<file path="config.mk">
export PLATFORM = sky130hd
export DESIGN_NAME = bram_fifo_ctrl
export DESIGN_NICKNAME = d
export VERILOG_FILES = /design/src/rtl/bram_fifo_ctrl.sv
export SDC_FILE = /design/constraint.sdc
export NUM_CORES = 1
export LEC_CHECK = 0
export CAP_MARGIN = 5
export CORE_UTILIZATION = 45
export DETAILED_ROUTE_END_ITERATION = 8
export PLACE_DENSITY = 0.77
export SLEW_MARGIN = 20
export SYNTH_ARGS = -nofsm -noshare
export SYNTH_HDL_FRONTEND = slang
export SYNTH_SLANG_ARGS = --single-unit
</file>
<file path="constraint.sdc">
create_clock -name clk -period 6.8 [get_ports clk]
set_input_delay 1.36 -clock clk [delete_from_list [all_inputs] [get_ports clk]]
set_output_delay 1.36 -clock clk [all_outputs]
set_load 0.02 [all_outputs]
</file>
<file path="src/rtl/bram_fifo_ctrl.sv">
// First-word-fall-through stream FIFO over a two-port synchronous block RAM, with a
// two-entry skid buffer hiding the RAM read latency. Optional level output: BRAM_FIFO_LEVEL_EN.
module bram_fifo_ctrl #(
  parameter int unsigned DATA = 8,
  parameter int unsigned ADDR = 10
) (
  input  logic            clk,
  input  logic            rst_n,
  input  logic            flush,
  input  logic            in_valid,
  input  logic [DATA-1:0] in_data,
  output logic            in_ready,
  output logic            out_valid,
  output logic [DATA-1:0] out_data,
  input  logic            out_ready,
  output logic            ram_a_we,
  output logic [ADDR-1:0] ram_a_addr,
  output logic [DATA-1:0] ram_a_write,
  output logic [ADDR-1:0] ram_b_addr,
  input  logic [DATA-1:0] ram_b_read
`ifdef BRAM_FIFO_LEVEL_EN
  ,
  output logic [ADDR:0]   level
`endif
);

  localparam int unsigned CW = ADDR + 1;
  localparam logic [ADDR:0] RamDepth = {1'b1, {ADDR{1'b0}}};

  logic [ADDR-1:0] wr_ptr_q, wr_ptr_d;
  logic [ADDR-1:0] rd_ptr_q, rd_ptr_d;
  logic [ADDR:0]   ram_cnt_q, ram_cnt_d;
  logic            inflight_q, inflight_d;
  logic [1:0]      buf_cnt_q, buf_cnt_d;
  logic [DATA-1:0] obuf0_q, obuf0_d;
  logic [DATA-1:0] obuf1_q, obuf1_d;

  logic       push, pop, fetch;
  logic [2:0] pend;

  assign in_ready    = !flush && (ram_cnt_q != RamDepth);
  assign out_valid   = (buf_cnt_q != 2'd0);
  assign out_data    = obuf0_q;
  assign ram_a_we    = push;
  assign ram_a_addr  = wr_ptr_q;
  assign ram_a_write = in_data;
  assign ram_b_addr  = rd_ptr_q;

  always_comb begin
    push = in_valid && in_ready;
    pop  = out_valid && out_ready && !flush;
    // Words already committed to the skid buffer once this cycle's pop is taken out.
    pend  = 3'(buf_cnt_q) + 3'(inflight_q) - 3'(pop);
    fetch = !flush && (ram_cnt_q != '0) && (pend < 3'd2);
  end

  always_comb begin
    wr_ptr_d   = wr_ptr_q;
    rd_ptr_d   = rd_ptr_q;
    ram_cnt_d  = ram_cnt_q;
    inflight_d = 1'b0;
    buf_cnt_d  = buf_cnt_q;
    obuf0_d    = obuf0_q;
    obuf1_d    = obuf1_q;
    if (flush) begin
      wr_ptr_d  = '0;
      rd_ptr_d  = '0;
      ram_cnt_d = '0;
      buf_cnt_d = 2'd0;
    end else begin
      wr_ptr_d   = wr_ptr_q + ADDR'(push);
      rd_ptr_d   = rd_ptr_q + ADDR'(fetch);
      ram_cnt_d  = ram_cnt_q + CW'(push) - CW'(fetch);
      inflight_d = fetch;
      if (pop) begin
        obuf0_d   = obuf1_q;
        buf_cnt_d = buf_cnt_q - 2'd1;
      end
      // The returning word lands behind whatever survives this cycle's pop.
      if (inflight_q) begin
        if (buf_cnt_d == 2'd0) begin
          obuf0_d = ram_b_read;
        end else begin
          obuf1_d = ram_b_read;
        end
        buf_cnt_d = buf_cnt_d + 2'd1;
      end
    end
  end

  always_ff @(posedge clk or negedge rst_n) begin
    if (!rst_n) begin
      wr_ptr_q   <= '0;
      rd_ptr_q   <= '0;
      ram_cnt_q  <= '0;
      inflight_q <= 1'b0;
      buf_cnt_q  <= 2'd0;
      obuf0_q    <= '0;
      obuf1_q    <= '0;
    end else begin
      wr_ptr_q   <= wr_ptr_d;
      rd_ptr_q   <= rd_ptr_d;
      ram_cnt_q  <= ram_cnt_d;
      inflight_q <= inflight_d;
      buf_cnt_q  <= buf_cnt_d;
      obuf0_q    <= obuf0_d;
      obuf1_q    <= obuf1_d;
    end
  end

`ifdef BRAM_FIFO_LEVEL_EN
  logic [ADDR:0] level_q;

  always_ff @(posedge clk or negedge rst_n) begin
    if (!rst_n) begin
      level_q <= '0;
    end else begin
      level_q <= ram_cnt_d + CW'(inflight_d) + CW'(buf_cnt_d);
    end
  end

  assign level = level_q;
`endif

endmodule

</file>
Word level (Yosys, flattened, before mapping)
Cells that the tools add are included.
{"block": "word_totals", "reg_bits": 50, "latch_bits": 0, "ram_bits": 0, "mem_bits_ro": 0, "in_bits": 21, "memories": 0}
{"block": "classes", "n_addsub": 8, "multipliers": 0, "div_mod_pow": 0, "order_cmp": 1, "eq_ne": 1, "shift": 0, "n_mux": 11, "bitwise": 2, "reduce_logical": 11}
{"operator": "2-to-1 mux 8 bit", "n": 3}
{"operator": "adder 10 x 1 -> 10 bit", "n": 2}
{"operator": "2-to-1 mux 10 bit", "n": 2}
{"operator": "adder 11 x 1 -> 11 bit", "n": 1}
{"operator": "2-to-1 mux 11 bit", "n": 1}
{"operator": "inequality test 11 bit (second input constant)", "n": 1}
{"operator": "nonzero test 11 bit", "n": 1}
{"operator": "subtractor 11 x 1 -> 11 bit", "n": 1}
{"operator": "2-to-1 mux 2 bit", "n": 4}
{"operator": "logical AND 1 bit", "n": 6}
{"operator": "adder 2 x 1 -> 3 bit", "n": 1}
{"operator": "less-than comparator 3 x 2 -> 1 bit (second input constant)", "n": 1}
{"operator": "AND reduction 3 bit", "n": 1}
{"operator": "subtractor 3 x 1 -> 3 bit", "n": 1}
{"operator": "adder 2 x 1 -> 2 bit (second input constant)", "n": 1}
{"operator": "logical NOT 2 bit", "n": 1}
{"operator": "NOT 1 bit", "n": 2}
{"operator": "nonzero test 2 bit", "n": 1}
{"operator": "subtractor 2 x 1 -> 2 bit (second input constant)", "n": 1}
{"operator": "logical NOT 1 bit", "n": 1}
{"operator": "2-to-1 mux 1 bit", "n": 1}

Logic depth before layout (Yosys ltp)
Gate-level depths: netlist (run 1).
{"block": "logic_depth", "depth_word": 8, "ltp_mapped": 22, "ltp_nobuf": 22}

Least setup slack after synthesis (run 1)
No wires, ideal clock.
{"block": "synth_path", "path_kind": "input-to-reg", "startpoint": "in flush", "endpoint": "reg ram_cnt_q[8]", "t_arrival_ns": 4.805, "t_required_ns": 6.672, "setup_slack_ns": 1.867, "stages": 19, "n_path_buf": 1, "path_cell_list": "clkbuf_1 > nor2_1 > ha_1 > inv_1 > ha_1 > inv_1 > fa_1 > xor2_1 > nor4b_1 > ha_1 > inv_1 > ha_1 > inv_1 > fa_1 > nor2b_1 > o221ai_1 > nand2_1 > a21boi_1 > mux2_1"}
{"block": "synth_via", "elab_chain_cells": 7, "word_cells_on_any_way": 11, "classes_between": "3 x add/sub; 1 x order compare; 1 x mux; 6 x reduce/logical"}
{"item": "start: declaration", "line": "9", "text": "input logic flush,"}
{"item": "logical NOT 1 bit", "line": "41, 51, 54"}
{"item": "logical AND 1 bit", "line": "51", "text": "pop = out_valid && out_ready && !flush;"}
{"item": "subtractor 3 x 1 -> 3 bit", "line": "53", "text": "pend = 3'(buf_cnt_q) + 3'(inflight_q) - 3'(pop);"}
{"item": "less-than comparator 3 x 2 -> 1 bit", "line": "54", "text": "fetch = !flush && (ram_cnt_q != '0) && (pend < 3'd2);"}
{"item": "logical AND 1 bit", "line": "54"}
{"item": "subtractor 11 x 1 -> 11 bit", "line": "73", "text": "ram_cnt_d = ram_cnt_q + CW'(push) - CW'(fetch);"}
{"item": "2-to-1 mux 11 bit *", "line": "65", "text": "if (flush) begin"}
{"item": "named net ram_cnt_d[8]", "line": "32", "text": "logic [ADDR:0] ram_cnt_q, ram_cnt_d;"}
{"item": "end signal: assignment", "line": "103", "text": "ram_cnt_q <= ram_cnt_d;"}
{"item": "end: declaration", "line": "32"}
The timed path passes the listed nets; every way through them passes the cells marked *.
A chain may end at the register's enable or synchronous reset.

Worst setup path in the final report (run 1)
{"block": "layout_path", "startpoint": "in out_ready", "endpoint": "reg ram_cnt_q[8]"}
{"block": "layout_via", "elab_chain_cells": 7}
{"item": "start: declaration", "line": "15", "text": "input logic out_ready,"}
{"item": "logical AND 1 bit (2 in a row)", "line": "51"}
{"item": "subtractor 3 x 1 -> 3 bit", "line": "53"}
{"item": "less-than comparator 3 x 2 -> 1 bit", "line": "54"}
{"item": "logical AND 1 bit", "line": "54"}
{"item": "subtractor 11 x 1 -> 11 bit", "line": "73"}
{"item": "2-to-1 mux 11 bit", "line": "65"}
{"item": "named net ram_cnt_d[8]", "line": "32"}
The timed path passes the listed nets, and every way through them passes these cells.

==> results.sh, run 1 <==
export IMPL_outcome="finished clean"
export IMPL_power_mw=1.312
export IMPL_slew_viol_final=0
export IMPL_synth_area_sq_um=2760
export IMPL_tightest_slew_ps=635.6
export IMPL_cts_setup_buffers=0
export IMPL_die_w_microns=80.32
export IMPL_ios=60
export IMPL_pwr_share_clk=0.141
export IMPL_placed_area_sq_um=3212
export IMPL_finalHoldViolCount=0
export IMPL_rsz0062_at_grt="false"
export IMPL_clk_pin_slew_ps=90
export IMPL_hpwlAfterDp_mm=3.799
export IMPL_synth_seq_cells=50
export IMPL_antenna_found_initial=0
export IMPL_path_delay_family="adder cells"
export IMPL_numCtsBuffers=5
export IMPL_fillCellCount=526
export IMPL_p_seq_frac=0.332
export IMPL_yosysUniqueCellTypes=39
export IMPL_clock_sinks=50
export IMPL_cts_tree="yes"
export IMPL_syn_nets=319
export IMPL_dieArea_sq_um=6451
export IMPL_power_density_nw_per_um2=396.2
export IMPL_diodes=0
export IMPL_holdBufCountCts=0
export IMPL_design_area_sq_um=3311
export IMPL_path_cells="clkdlybuf4s50_1 -> nand2_1 -> nor2_1 -> ha_1 -> inv_1 -> ha_1 -> inv_1 -> fa_1 -> xor2_1 -> nor4b_1 -> ha_1 -> inv_1 -> ha_1 -> inv_1 -> fa_1 -> nor2b_1 -> o221ai_1 -> nand2_1 -> a21boi_1 -> mux2_1"
export IMPL_setup_viol=0
export IMPL_io_buffers=43
export IMPL_irDropWorstVdd_mv=0.2559
export IMPL_slew_headroom=0.5744
export IMPL_rows=28
export IMPL_initial_core_util=0.4662
export IMPL_swShare=0.4013
export IMPL_top_layer="met4"
export IMPL_synth_warnings=0
export IMPL_wire_per_inst_microns=13.45
export IMPL_yosys_area_top_type="dfrtp_1"
export IMPL_wl_mm=5.206
export IMPL_cp_buffers_inverters=5
export IMPL_seq_area_frac_synth=0.4533
export IMPL_fin_hold_ws_ps=488.6
export IMPL_dr_wl_met3_microns=227
export IMPL_min_period_ps=5256
export IMPL_crit_path_end_kind="flop"
export IMPL_place_congestion=0.7924
export IMPL_met2WireLength_mm=2.467
export IMPL_cts_resized=0
export IMPL_area_delta_synth_final_pct=19.95
export IMPL_grt_usage=0.1719
export IMPL_finalSetupTns_ps=0
export IMPL_hold_class="flop to flop"
export IMPL_combPwrFrac=0.527
export IMPL_wl_met1_mm=2.433
export IMPL_antenna_left=0
export IMPL_htreeDepth=2
export IMPL_nets=357
export IMPL_cp_slowest_cell="clkdlybuf4s50_1"
export IMPL_viasPerCell=5.132
export IMPL_start_kind="input pin"
export IMPL_die_height_microns=80.32
export IMPL_cp_data_arrival_time_ps=5450
export IMPL_intPower_mw=0.7853
export IMPL_grt_max_degree=51
export IMPL_first_pass_iters=4
export IMPL_slowest_delay_ps=460
export IMPL_core_sq_um=5921
export IMPL_syn_inst=273
export IMPL_drt_initial_drc_count=136
export IMPL_grt_pass1_wl_mm=8.452
export IMPL_grt_pass1_vias=1804
export IMPL_switchingPower_mw=0.5263
export IMPL_clockRootBuffer="clkbuf_8"
export IMPL_post_route_period_util=0.7730
export IMPL_clockBufferDepth=2
export IMPL_avgSynthCellArea_sq_um=10.11
export IMPL_layout_drive_gt1_share=0.05128
export IMPL_critPathRequiredTime_ps=6990
export IMPL_maxCapViolCount=0
export IMPL_crit_fanout=3
export IMPL_clk_insertion_delay_late_ps=310
export IMPL_via_count=1986
export IMPL_ys_top_cells_by_area="dfrtp_1, ha_1, nor2_1"
export IMPL_overflow=0
export IMPL_worstSetupPathType="input pin to flop"
export IMPL_max_freq_mhz=190.3
export IMPL_drcViolationCount=0
export IMPL_synth_top_cell_area_share=0.4533
export IMPL_p_leak_nw=1.512
export IMPL_skew_ps=6.420
-- layer usage --
| metal | vias up | track usage |
|---|---|---|
| met5 | - | 0 |
| met4 | 0 | 0.06071 |
| met3 | 8 | 0.03295 |
| met2 | 47 | 0.2590 |
| met1 | 950 | 0.2456 |
| li1 | 981 | - |
-- synth_stat cells --
master,instances
a21boi_1,1
o21bai_1,3
o22ai_1,1
xor2_1,13
or2_0,1
nor2_1,31
xnor2_1,9
and3_1,6
clkbuf_1,6
a21oi_1,6
nand4_1,1
inv_2,1
nor3b_2,1
a211oi_1,2
a221oi_2,1
and2b_2,1
nor4b_1,2
a21o_1,1
o21ai_1,9
o21ai_0,2
nand2b_1,2
o31ai_1,3
and2_1,2
nand3_1,12
or4_1,1
nor4_1,2
buf_4,8
mux2_1,10
inv_1,23
nand2_1,13
nor2b_1,11
nor3_1,2
dfrtp_1,50
ha_1,23
o221ai_1,1
a22oi_1,8
a31oi_1,1
a21oi_2,1
fa_1,2
-- kinds of logic after synthesis --
family          after synthesis  synth area share
simple gates                 88            0.1587
flops                        50            0.4533
compound gates               40           0.09610
buf+inv                      38           0.06255
fa+ha+maj                    25            0.1188
xor+xnor                     22           0.06981
mux                          10           0.04080
-- state kept, by name, indices dropped and copies added (netlist names) --
signal / flops
obuf1_q: 8
ram_b_addr: 10
buf_cnt_q: 2
out_data: 8
ram_cnt_q: 11
inflight_q: 1
ram_a_addr: 10
-- power by group through the flow --
stage	Clock, mW	Combinational [mW]	Sequential [mW]
detailed placement	0	0.688	0.443
CTS	0.193	0.695	0.436
global route	0.203	0.779	0.445
global placement	0	0.666	0.438
floorplan	0	0.484	0.463
finish	0.185	0.691	0.436
-- stage by stage --
step                worst slack (ps)    util  cells
floorplan                       1867       -    273
global placement                1399  0.5425    379
detailed placement              1276  0.5425    379
CTS                             1604  0.5592    387
global route                    1332  0.5592    387
finish                          1544  0.5592    387
-- worst register-to-register path: cells and delay by family, from the launching register on --
kind	cells	cell delay (ps)
buffers and inverters	6	360
XOR/XNOR	1	180
adder cells (fa/ha/maj)	7	1810
AND/OR/NAND/NOR	5	1000
multiplexers	1	300
flip-flops	1	460
AO/OA/AOI/OAI	2	270
-- final cells by class --
type / instances / area [sq um] / area share
Clock buffer: 6 / 82.58 / 0.02494
Inverter: 24 / 90.09 / 0.02721
Multi-Input combinational cell: 185 / 1336 / 0.4036
Timing Repair Buffer: 45 / 440.4 / 0.1330
Tap cell: 75 / 93.84 / 0.02834
Clock inverter: 2 / 16.27 / 0.004913
Sequential cell: 50 / 1251 / 0.3779
-- layout by cell type (no fill, tap or decap), types with 3 or more instances in the layout --
cell type        count
xor2_1              13
and3_1               6
inv_1               23
o21ai_1              9
nor2_1              31
a22oi_1              8
ha_1                23
clkbuf_8             6
o31ai_1              3
xnor2_1              9
nand3_1             12
o21bai_1             3
mux2_1              10
clkdlybuf4s50_1     42
nor2b_1             11
a21oi_1              6
dfrtp_1             50
nand2_1             13
-- worst paths after layout --
kind                       depth (start not counted)       endpoint          from  slack [ps]
setup / recovery                                  20   ram_cnt_q[8]     out_ready        1540
hold / removal                                     2    out_data[0]   out_data[0]         490
setup reg to reg                                  22   ram_cnt_q[8]  buf_cnt_q[1]        2280
hold reg to reg                                    2    out_data[0]   out_data[0]         490
max in group asynchronous                          2  ram_a_addr[8]         rst_n        5230
min in group asynchronous                          2   ram_cnt_q[2]         rst_n        1140
Note: power is estimated with default switching activity, not from simulation.
==> inputs of run 2 (changes only) <==
==> constraint.sdc (replaced) <==
create_clock -name clk -period 5.4 [get_ports clk]
set_input_delay 1.08 -clock clk [delete_from_list [all_inputs] [get_ports clk]]
set_output_delay 1.08 -clock clk [all_outputs]
set_load 0.02 [all_outputs]
==> run 2 against run 1 <==
Compared with the run above:
- clock skew down 2.2 ps
- utilization up 0.36 points
- critical path type unchanged
- global-route usage down 0.22 points
- sequential power up 26%
- via count down 1.1%
- sequential share of layout area down 0.24 points
- first-iteration DRC count down 51%
- clock power up 44%
- final cell count unchanged
- flip-flop and latch count unchanged
- worst hold slack worse by 2.5 ps
- clock-buffer cell count unchanged
==> results.sh, run 2 (synthesized netlist as in run 1, its figures left out) <==
export IMPL_critPathRequiredTime_ps=5590
export IMPL_crit_path_end_kind="flop"
export IMPL_overflow=0
export IMPL_area_delta_synth_final_pct=20.72
export IMPL_io_buffers=43
export IMPL_fillCellCount=520
export IMPL_wl_mm=5.063
export IMPL_via_count=1965
export IMPL_clk_insertion_delay_late_ps=290
export IMPL_start_kind="input pin"
export IMPL_clock_sinks=50
export IMPL_ios=60
export IMPL_clockBufferDepth=2
export IMPL_hpwlAfterDp_mm=3.699
export IMPL_wire_per_inst_microns=13.08
export IMPL_crit_fanout=3
export IMPL_setup_viol=0
export IMPL_viasPerCell=5.078
export IMPL_first_pass_iters=4
export IMPL_nets=358
export IMPL_drcViolationCount=0
export IMPL_post_route_period_util=0.9155
export IMPL_antenna_left=0
export IMPL_largest_reg_flops=11
export IMPL_regMostFlops="ram_cnt_q"
export IMPL_grt_max_degree=51
export IMPL_htreeDepth=2
export IMPL_max_freq_mhz=202.3
export IMPL_final_common_cell="dfrtp_1"
export IMPL_clockRootBuffer="clkbuf_8"
export IMPL_cts_resized=0
export IMPL_place_congestion=0.8254
export IMPL_placed_cells=380
export IMPL_layout_drive_gt1_share=0.05128
export IMPL_tightest_slew_ps=633.7
export IMPL_p_leak_nw=1.527
export IMPL_irDropWorstVdd_mv=0.2598
export IMPL_die_w_microns=80.32
export IMPL_diodes=0
export IMPL_mostFrequentLayoutCells="dfrtp_1, clkdlybuf4s50_1, nor2_1"
export IMPL_cp_data_arrival_time_ps=5130
export IMPL_grt_pass1_wl_mm=8.535
export IMPL_finalHoldViolCount=0
export IMPL_fin_cells=387
export IMPL_grt_usage=0.1696
export IMPL_power_density_nw_per_um2=504.9
export IMPL_slew_headroom=0.5757
export IMPL_finalSetupTns_ps=0
export IMPL_core_sq_um=5921
export IMPL_clk_pin_slew_ps=90
export IMPL_outcome="finished clean"
export IMPL_skew_ps=4.224
export IMPL_antenna_found_initial=0
export IMPL_cts_setup_buffers=0
export IMPL_cts_tree="yes"
export IMPL_hold_class="flop to flop"
export IMPL_dieArea_sq_um=6451
export IMPL_min_period_ps=4944
export IMPL_numCtsBuffers=5
export IMPL_drt_initial_drc_count=66
export IMPL_initial_core_util=0.4662
export IMPL_holdBufCountCts=0
export IMPL_worstSetupPathType="input pin to flop"
export IMPL_slew_viol_final=0
export IMPL_maxCapViolCount=0
export IMPL_rows=28
export IMPL_die_height_microns=80.32
export IMPL_rsz0062_at_grt="false"
export IMPL_grt_pass1_vias=1897
-- run 2: changes by cell type in the layout (fill, tap and decap cells not counted) --
cell / delta
buf_4: +1
bufinv_16: +1
clkinvlp_4: -1
inv_6: -1
-- run 2: metrics by stage --
| stage | hold slack, ps | power (mW) | worst slack, ps | util | cell area, sq um |
|---|---|---|---|---|---|
| floorplan | 459.0 | 1.193 | 747.1 | - | 2760 |
| global placement | 462.4 | 1.394 | 297.8 | 0.5437 | 3219 |
| detailed placement | 470.2 | 1.422 | 146.0 | 0.5437 | 3219 |
| CTS | 490.2 | 1.696 | 457.6 | 0.5628 | 3332 |
| global route | 502.6 | 1.837 | 149.1 | 0.5628 | 3332 |
| finish | 486.1 | 1.682 | 456.3 | 0.5628 | 3332 |
-- run 2: worst paths after layout --
check                              from             to  slack, ps  depth (start not counted)
min in group asynchronous         rst_n   ram_cnt_q[6]        880                          2
min                         out_data[0]    out_data[0]        490                          2
max in group asynchronous         rst_n  ram_b_addr[8]       4100                          2
min reg2reg                 out_data[0]    out_data[0]        490                          2
max                           out_ready   ram_cnt_q[8]        460                         20
max reg2reg                buf_cnt_q[1]   ram_cnt_q[8]        900                         22
-- run 2: worst max-delay path, stage by stage --
cell,delay (ps)
clkdlybuf4s50_1,460
nand2_1,70
nor2_1,180
ha_1,290
inv_1,60
ha_1,130
inv_1,40
fa_1,370
xor2_1,180
nor4b_1,390
ha_1,310
inv_1,60
ha_1,170
inv_1,60
fa_1,370
nor2b_1,200
o221ai_1,180
nand2_1,130
a21boi_1,80
mux2_1,310
-- run 2: area by class of cell --
class / instances / area [sq um] / area share
Multi-Input combinational cell: 185 / 1336 / 0.4011
Sequential cell: 50 / 1251 / 0.3755
Timing Repair Buffer: 46 / 447.9 / 0.1344
Tap cell: 75 / 93.84 / 0.02816
Inverter: 24 / 90.09 / 0.02704
Clock buffer: 6 / 82.58 / 0.02478
Clock inverter: 1 / 30.03 / 0.009012
-- run 2: layer usage --
| metal | track usage | share of wire |
|---|---|---|
| met2 | 0.2769 | 0.46 |
| met1 | 0.2285 | 0.49 |
| met5 | 0 | 0 |
| met4 | 0.06250 | 0.015 |
| met3 | 0.02386 | 0.032 |
-- run 2: report_power, final --
| part | leakage [nW] | internal, mW | total [mW] | switching (mW) |
|---|---|---|---|---|
| registers | 0.656 | 0.484 | 0.549 | 0.0656 |
| clock network | 0.0573 | 0.148 | 0.267 | 0.119 |
| logic | 0.813 | 0.405 | 0.866 | 0.461 |
| total | 1.53 | 1.04 | 1.68 | 0.645 |
==> inputs of run 3 (changes only) <==
--- a/config.mk
+++ b/config.mk
@@ -6,9 +6,10 @@
 export NUM_CORES = 1
 export LEC_CHECK = 0
 export CAP_MARGIN = 5
-export CORE_UTILIZATION = 45
+export CORE_MARGIN = 2
+export CORE_UTILIZATION = 50
 export DETAILED_ROUTE_END_ITERATION = 8
-export PLACE_DENSITY = 0.77
+export PLACE_DENSITY = 0.84
 export SLEW_MARGIN = 20
 export SYNTH_ARGS = -nofsm -noshare
 export SYNTH_HDL_FRONTEND = slang
==> run 3 against run 2 <==
Compared with the run above:
- clock power is 2% lower
- critical path type unchanged
- clock-buffer cell count is 1 lower
- worst setup slack better by 16 ps
- highest routed layer unchanged
- largest power group unchanged
==> results.sh, run 3 (synthesized netlist as in run 1, its figures left out) <==
export IMPL_ios=60
export IMPL_diodes=0
export IMPL_cts_tree="yes"
export IMPL_outcome="finished clean"
export IMPL_area_delta_synth_final_pct=20.85
export IMPL_cp_data_arrival_time_ps=5110
export IMPL_clockBufferDepth=2
export IMPL_grt_pass1_wl_mm=9.252
export IMPL_tightest_slew_ps=633.2
export IMPL_power_density_nw_per_um2=505.4
export IMPL_slew_headroom=0.5760
export IMPL_crit_path_end_kind="flop"
export IMPL_die_w_microns=78.30
export IMPL_hold_class="flop to flop"
export IMPL_htreeDepth=2
export IMPL_overflow=0
export IMPL_dieArea_sq_um=6131
export IMPL_nets=358
export IMPL_holdBufCountCts=0
export IMPL_slew_viol_final=0
export IMPL_first_pass_iters=4
export IMPL_setup_viol=0
export IMPL_clk_pin_slew_ps=90
export IMPL_p_leak_nw=1.528
export IMPL_mostFrequentLayoutCells="dfrtp_1, clkdlybuf4s50_1, nor2_1"
export IMPL_hpwlAfterDp_mm=3.865
export IMPL_wl_mm=5.278
export IMPL_drt_initial_drc_count=84
export IMPL_worstSetupPathType="input pin to flop"
export IMPL_clock_sinks=50
export IMPL_placed_area_sq_um=3228
export IMPL_via_count=2024
export IMPL_regMostFlops="ram_cnt_q"
export IMPL_fin_util=0.6171
export IMPL_io_buffers=43
export IMPL_final_common_cell="dfrtp_1"
export IMPL_grt_max_degree=50
export IMPL_finalHoldViolCount=0
export IMPL_cts_resized=0
export IMPL_numCtsBuffers=5
export IMPL_min_period_ps=4928
export IMPL_grt_usage=0.1875
export IMPL_start_kind="input pin"
export IMPL_design_area_sq_um=3336
export IMPL_cts_setup_buffers=0
export IMPL_crit_fanout=3
export IMPL_core_sq_um=5405
export IMPL_skew_ps=7.212
export IMPL_viasPerCell=5.271
export IMPL_max_freq_mhz=202.9
export IMPL_grt_pass1_vias=2086
export IMPL_antenna_found_initial=0
export IMPL_initial_core_util=0.5106
export IMPL_die_height_microns=78.30
export IMPL_largest_reg_flops=11
export IMPL_irDropWorstVdd_mv=0.2562
export IMPL_critPathRequiredTime_ps=5590
export IMPL_clk_insertion_delay_late_ps=300
export IMPL_post_route_period_util=0.9126
export IMPL_maxCapViolCount=0
export IMPL_clockRootBuffer="clkbuf_8"
export IMPL_antenna_left=0
export IMPL_layout_drive_gt1_share=0.05128
export IMPL_rsz0062_at_grt="false"
export IMPL_fillCellCount=434
export IMPL_finalSetupTns_ps=0
export IMPL_place_congestion=0.8046
export IMPL_wire_per_inst_microns=13.74
export IMPL_drcViolationCount=0
export IMPL_rows=27
[run 3: final timing paths]
path                              start            end  slack (ps)  cells past startpoint
hold / removal               obuf1_q[1]     obuf1_q[1]         490                      1
hold reg to reg              obuf1_q[1]     obuf1_q[1]         490                      1
setup reg to reg           buf_cnt_q[1]   ram_cnt_q[8]         930                     22
max in group asynchronous         rst_n  ram_b_addr[4]        4160                      2
setup / recovery              out_ready   ram_cnt_q[8]         470                     20
min in group asynchronous         rst_n   ram_cnt_q[4]         720                      1
[run 3: power breakdown]
group / internal (mW) / total (mW) / switching, mW / leakage (nW)
combinational: 0.405 / 0.871 / 0.465 / 0.818
sequential: 0.484 / 0.553 / 0.0691 / 0.656
clock: 0.136 / 0.262 / 0.126 / 0.0542
[run 3: per-stage QoR]
| step | power, mW | std cells | setup WS (ps) | hold WS [ps] |
|---|---|---|---|---|
| 6_report | 1.686 | 384 | 471.9 | 494.7 |
| 5_1_grt | 1.839 | 384 | 14.44 | 521.3 |
| 4_1_cts | 1.700 | 384 | 467.3 | 498.5 |
| 3_3_place_gp | 1.394 | 376 | 346.0 | 463.6 |
| 2_1_floorplan | 1.193 | 273 | 747.1 | 459.0 |
| 3_5_place_dp | 1.429 | 377 | 173.1 | 477.0 |
[run 3: worst max-delay path, stage by stage]
cell and delay, ps:
clkdlybuf4s50_1 470, nand2_1 70, nor2_1 180, ha_1 290, inv_1 70, ha_1 130
inv_1 50, fa_1 370, xor2_1 180, nor4b_1 360, ha_1 310, inv_1 60
ha_1 160, inv_1 60, fa_1 370, nor2b_1 200, o221ai_1 170, nand2_1 130
a21boi_1 80, mux2_1 320
[run 3: layout make-up]
class | count | area [sq um] | area share
Timing Repair Buffer | 46 | 460.4 | 0.1380
Sequential cell | 50 | 1251 | 0.3751
Inverter | 24 | 90.09 | 0.02701
Tap cell | 72 | 90.09 | 0.02701
Multi-Input combinational cell | 185 | 1336 | 0.4006
Clock buffer | 5 | 68.82 | 0.02063
Clock inverter | 2 | 38.79 | 0.01163
[run 3: layer usage]
layer  track usage  share of wire  up-vias
met3       0.03103          0.032        6
met1        0.2434           0.45      991
met4       0.04912          0.012        0
met5             0              0        -
met2        0.3267           0.51       39
li1              -              -      988
